File: src/rtl/neuron_mac.sv
// neuron_mac: sequential signed fixed-point MAC neuron, y = sat(bias + sum x*w); NEURON_RELU_EN adds ReLU on y
module neuron_mac #(
  parameter int WIDTH  = 6,
  parameter int FRAC   = 3,
  parameter int INPUTS = 4
) (
  input  logic                      clk,
  input  logic                      reset_l,
  input  logic                      in_valid,
  output logic                      in_ready,
  input  logic [INPUTS*WIDTH-1:0]   x_vec,
  input  logic [INPUTS*WIDTH-1:0]   w_vec,
  input  logic [WIDTH-1:0]          bias,
  output logic                      out_valid,
  input  logic                      out_ready,
  output logic [WIDTH-1:0]          y,
  output logic                      sat
);
  localparam int IDXW = $clog2(INPUTS);
  localparam int PW   = 2*WIDTH-FRAC;
  localparam int ACCW = PW+$clog2(INPUTS+1)+1;
  localparam logic signed [ACCW-1:0] MAX_V = ACCW'((1 << (WIDTH-1)) - 1);
  localparam logic signed [ACCW-1:0] MIN_V = -MAX_V - 1;
  typedef enum logic [1:0] {IDLE, ACCUM, OUT} state_t;
  state_t                    state_q, state_d;
  logic [IDXW-1:0]           idx_q, idx_d;
  logic signed [ACCW-1:0]    acc_q, acc_d;
  logic [INPUTS*WIDTH-1:0]   x_q, x_d, w_q, w_d;
  logic [WIDTH-1:0]          y_q, y_d;
  logic                      sat_q, sat_d;
  logic signed [WIDTH-1:0]   xe, we;
  logic signed [2*WIDTH-1:0] full;
  logic signed [PW-1:0]      prod;
  logic signed [ACCW-1:0]    sum, clamp_v;
  logic                      clamp_hit;
  always_comb begin
    xe        = x_q[idx_q*WIDTH +: WIDTH];
    we        = w_q[idx_q*WIDTH +: WIDTH];
    full      = xe * we;
    prod      = full[2*WIDTH-1:FRAC];
    sum       = acc_q + {{(ACCW-PW){prod[PW-1]}}, prod};
    clamp_hit = (sum > MAX_V) || (sum < MIN_V);
    clamp_v   = sum > MAX_V ? MAX_V : sum < MIN_V ? MIN_V : sum;
    state_d   = state_q;
    idx_d     = idx_q;
    acc_d     = acc_q;
    x_d       = x_q;
    w_d       = w_q;
    y_d       = y_q;
    sat_d     = sat_q;
    if (state_q == IDLE && in_valid) begin
      x_d     = x_vec;
      w_d     = w_vec;
      acc_d   = {{(ACCW-WIDTH){bias[WIDTH-1]}}, bias};
      idx_d   = '0;
      state_d = ACCUM;
    end else if (state_q == ACCUM) begin
      acc_d = sum;
      idx_d = idx_q + 1'b1;
      if (idx_q == IDXW'(INPUTS-1)) begin
`ifdef NEURON_RELU_EN
        y_d   = clamp_v[ACCW-1] ? '0 : clamp_v[WIDTH-1:0];
`else
        y_d   = clamp_v[WIDTH-1:0];
`endif
        sat_d   = clamp_hit;
        state_d = OUT;
      end
    end else if (state_q == OUT && out_ready) begin
      state_d = IDLE;
    end
  end
  always_ff @(posedge clk) begin
    if (!reset_l) begin
      state_q <= IDLE;
      idx_q   <= '0;
      acc_q   <= '0;
      x_q     <= '0;
      w_q     <= '0;
      y_q     <= '0;
      sat_q   <= 1'b0;
    end else begin
      state_q <= state_d;
      idx_q   <= idx_d;
      acc_q   <= acc_d;
      x_q     <= x_d;
      w_q     <= w_d;
      y_q     <= y_d;
      sat_q   <= sat_d;
    end
  end
  assign in_ready  = state_q == IDLE;
  assign out_valid = state_q == OUT;
  assign y         = y_q;
  assign sat       = sat_q;
endmodule

File: config.mk
export PLATFORM = sky130hd
export DESIGN_NAME = neuron_mac
export DESIGN_NICKNAME = d
export VERILOG_FILES = /design/src/rtl/neuron_mac.sv
export SDC_FILE = /design/constraint.sdc
export NUM_CORES = 1
export LEC_CHECK = 0
export CORE_ASPECT_RATIO = 0.6
export CORE_MARGIN = 2
export CORE_UTILIZATION = 56
export CTS_BUF_LIST = sky130_fd_sc_hd__clkbuf_16
export DETAILED_ROUTE_END_ITERATION = 16
export MAX_ROUTING_LAYER = met4
export PLACE_DENSITY = 0.82
export SYNTH_ARGS = -nofsm -noshare
export SYNTH_HDL_FRONTEND = slang
export SYNTH_SLANG_ARGS = --single-unit
File: constraint.sdc
create_clock -name clk -period 8.2 [get_ports clk]
set_input_delay 1.64 -clock clk [delete_from_list [all_inputs] [get_ports clk]]
set_output_delay 1.64 -clock clk [all_outputs]
set_load 0.01 [all_outputs]
==> results.txt <==
The flow ran to the end, and the final reports show no timing, DRC or antenna violations. The max-slew headroom at the worst pin came out at 0.272. The total wire length came out at 12600 um. Data on the critical path arrives at its endpoint at 7.75 ns. The final number of hold-violating endpoints is 0. In the synthesized netlist, the number of instances is 552. The largest fanout on the critical path is 10. The number of global-route vias before repair was 4082; the synthesis-to-layout area growth was 21.7%.

After synthesis, the netlist uses 50 different library cells. In the final routed layout, each cell accounts on average for 17.6 um. The tools report the post-layout worst setup margin as 0.678 ns.

The logs give 0.00599 ns for the clock skew after layout and 67 for the number of top-level design ports. In this design, the stage delay of the slowest critical-path cell is 0.59 ns. Synthesized-area fraction occupied by ao, oa, aoi and oai cells: 0.160.

STA classifies the critical path startpoint as a register. OpenSTA, run right after detailed placement, puts the worst setup slack at 0.501 ns. The logs give 669 for the net count of the mapped netlist and 0 ns for the final sum of negative setup slack.

The detailed router placed 4213 vias in this run. The critical path in this run is classified as register to register. For this run the aggregate overflow at the end of global routing stands at 0.

The logs give 0.00807 mm^2 for the core area and 0.00245 uW for the leakage power total. After detailed placement, the total cell area comes to 0.00548 mm^2. The flip-flop and latch count after synthesis was 72. The cell type with the highest occurrence count on the critical path was sky130_fd_sc_hd__fa_1. The final total power is 1090 uW, and the maximum vdd drop is 0.108 mV. Cell area after layout: 0.00579 mm^2. TritonCTS created 9 clock buffers. The iteration-0 DRC count of the detailed router was 297; the post-cts repair resize count was 0.

The number of placed instances, taps included, is 703. The ratio of cells with drive above 1 in the final layout is 0.0704. By area, the combinational part of the netlist is dominated by adder cells. The slew at the pin closest to its max-slew limit came out at 1.09 ns.

For the number of max-cap violations, the log shows 0. Count of standard-cell rows: 25. The setup slack on the worst flop-to-flop path was 0.68 ns. The overall global routing resource usage came out at 0.297.

The layout has 577 filler cells. Walking the worst path, the cells encountered are buf_4 > mux4_2 > and2_1 > fa_1 > inv_1 > fa_1 > inv_1 > fa_1 > fa_1 > ha_1 > a21o_1 > a21oi_1 > a21oi_1 > o41ai_1 > xnor2_1 > ha_1 > a21o_1 > a21o_1 > or3_1 > o211ai_1 > and2_0 > and4_1 > o21ai_0 > a221oi_1. The basic-gate share of the synthesized area counting and, or, nand and nor cells is 0.195, and the cell area after synthesis is 0.00476 mm^2.

The cell chosen for the clock root is sky130_fd_sc_hd__clkbuf_16. Yosys mapped a number of flops with a built-in enable equal to 0. The portion of netlist area occupied by mux cells was 0.0591. Timing-limited maximum frequency: 133 MHz. The overall die height is 75.4 um, and the area share of fa/ha/maj cells after synthesis is 0.198. The tightest min-delay check is of the register to register type. The first global-routing pass estimated 20200 um of wire. The number of max-slew violations in the final report was 0; the share of flip-flops with an asynchronous set or reset was 0. The die is 123 um wide. The tools report the fraction of the yosys area taken by sequential cells as 0.303. TritonCTS built the clock tree. The maximum clock path buffer count is 2. Clock tree synthesis found a total of 72 sinks. For the remaining routing DRC violations, the log shows 0. At the later pin of the worst-skew pair, clock insertion delay measures 0.33 ns.

The initial antenna violation count was 0. At the worst endpoint, the required time is 8.43 ns. The number of standard cells in the final layout excluding fillers was 719. Dividing the detail-routed via count by the number of cells gives 5.86. Total of warnings raised by yosys: 0. The tools report the quantity of hold-fixing buffers added after cts as 0. Setup repair after global routing left no endpoint under its margin. The areal power density over the cells came out at 188 mW/mm^2. The logs give 9210 um for the total half-perimeter wirelength after legalization and detailed placement and 0.590 for the starting density of the core. The XOR/XNOR share of the synthesized area is 0.0405. The share of the clock period used by the worst path is 0.917, and the mean instance size in the synthesized netlist is 8.63 um^2.

The time the worst path needs with I/O delays and setup was 7.52 ns. Entering global routing, the biggest net connects 65 pins. The number of setup violations in the final report is 0, and the net count reported at finish is 723. Count of nets left with antenna violations after detail routing: 0.

In this run the tool buffered the top-level ports with 66 buffer cells. STA classifies the critical path endpoint as a register. The H-tree depth was 3. The cell at the slowest stage of the critical path was sky130_fd_sc_hd__mux4_2. After clock tree synthesis, the clock-pin slew on the worst setup and hold paths is 0.06 ns. The logs give 0 for the number of diodes and 0 for the total setup buffers inserted after CTS. For this run, the leading register cell type out of synthesis is sky130_fd_sc_hd__dfxtp_1. The first detailed-routing pass ran for 5 iterations.

The run gives 0.00928 mm^2 as the total die area. The tools report the placer's final routability congestion estimate as 0.953.
==> critical path: cells and delay by family (launching register included) <==
| family | cells | cell delay [ns] |
|---|---|---|
| fa+ha+maj | 6 | 2.70 |
| flops | 1 | 0.54 |
| buf+inv | 3 | 0.33 |
| mux | 1 | 0.59 |
| simple gates | 4 | 0.95 |
| xor+xnor | 1 | 0.42 |
| compound gates | 9 | 1.90 |
==> synthesized netlist by cell type (all sizes together), types with 2 or more instances <==
| cell | count | share of area |
|---|---|---|
| a21o | 5 | 0.0079 |
| a21oi | 70 | 0.074 |
| a221oi | 8 | 0.015 |
| a22oi | 4 | 0.0063 |
| a31oi | 2 | 0.0026 |
| and2 | 29 | 0.038 |
| and3 | 2 | 0.0026 |
| and4 | 2 | 0.0037 |
| buf | 5 | 0.0045 |
| clkbuf | 21 | 0.017 |
| dfxtp | 72 | 0.30 |
| fa | 27 | 0.11 |
| ha | 32 | 0.084 |
| inv | 31 | 0.024 |
| mux4 | 12 | 0.057 |
| nand2 | 117 | 0.092 |
| nand2b | 5 | 0.0066 |
| nand3 | 3 | 0.0032 |
| nor2 | 26 | 0.020 |
| nor2b | 9 | 0.012 |
| nor3 | 3 | 0.0032 |
| o211ai | 2 | 0.0032 |
| o21a | 5 | 0.0079 |
| o21ai | 18 | 0.019 |
| o22ai | 2 | 0.0039 |
| or2 | 2 | 0.0026 |
| or3 | 2 | 0.0037 |
| xnor2 | 18 | 0.033 |
| xor2 | 4 | 0.0074 |
==> layout by cell type (no fill, tap or decap), drive strengths merged, types with 8 or more instances in the layout <==
master / synthesis / final
clkdlybuf4s50: 0 / 66
fa: 27 / 27
xnor2: 18 / 18
a21oi: 70 / 70
clkbuf: 21 / 9
nand2: 117 / 117
o21ai: 18 / 18
ha: 32 / 32
inv: 31 / 34
mux4: 12 / 12
a221oi: 8 / 8
nor2b: 9 / 9
and2: 29 / 29
dfxtp: 72 / 72
nor2: 26 / 26
==> through the flow <==
step	hold slack, ns	utilization
final	0.456	0.718
after global routing	0.479	0.718
after CTS	0.454	0.717
after detailed placement	0.445	0.679
after global placement	0.440	0.679
after floorplan	0.433	-
==> where the power goes <==
| group | internal, uW | switching (uW) |
|---|---|---|
| Clock | 239 | 162 |
| Sequential | 373 | 17.0 |
| Combinational | 128 | 167 |
==> layout make-up <==
cell class	instances	area, um^2	area share
tap	108	135	0.0233
multi-input combinational	423	3110	0.537
clock inverter	7	78.8	0.0136
sequential	72	1440	0.249
clock buffer	9	225	0.0389
inverter	31	116	0.0201
timing repair buffer	69	683	0.118
==> final timing paths <==
kind / startpoint / endpoint / cells past startpoint
setup / recovery: idx_q[0] / y[1] / 24
hold / removal: w_q[14] / w_q[14] / 2
hold reg to reg: w_q[14] / w_q[14] / 2
setup reg to reg: idx_q[0] / y[1] / 24
==> state kept, by name, indices dropped and copies added (netlist names) <==
register	flops
sat	1
x_q	24
w_q	24
idx_q	2
acc_q	13
y	6
state_q	2
==> cells by family (layout without fill, tap and decap cells) <==
logic type,Yosys count,count (layout)
simple gates,203,203
compound gates,126,126
flops,72,72
fa+ha+maj,59,59
buf+inv,57,116
xor+xnor,22,22
mux,13,13
==> metal layers <==
metal,up-vias,part of all wire,wire length [um],global-route usage
met2,213,0.43,5470,0.440
li1,1978,-,-,-
met3,20,0.095,1200,0.0719
met5,-,0,0,-
met4,0,0.013,163,0.0480
met1,2002,0.46,5800,0.421
Note: power is estimated with default switching activity, not from simulation.
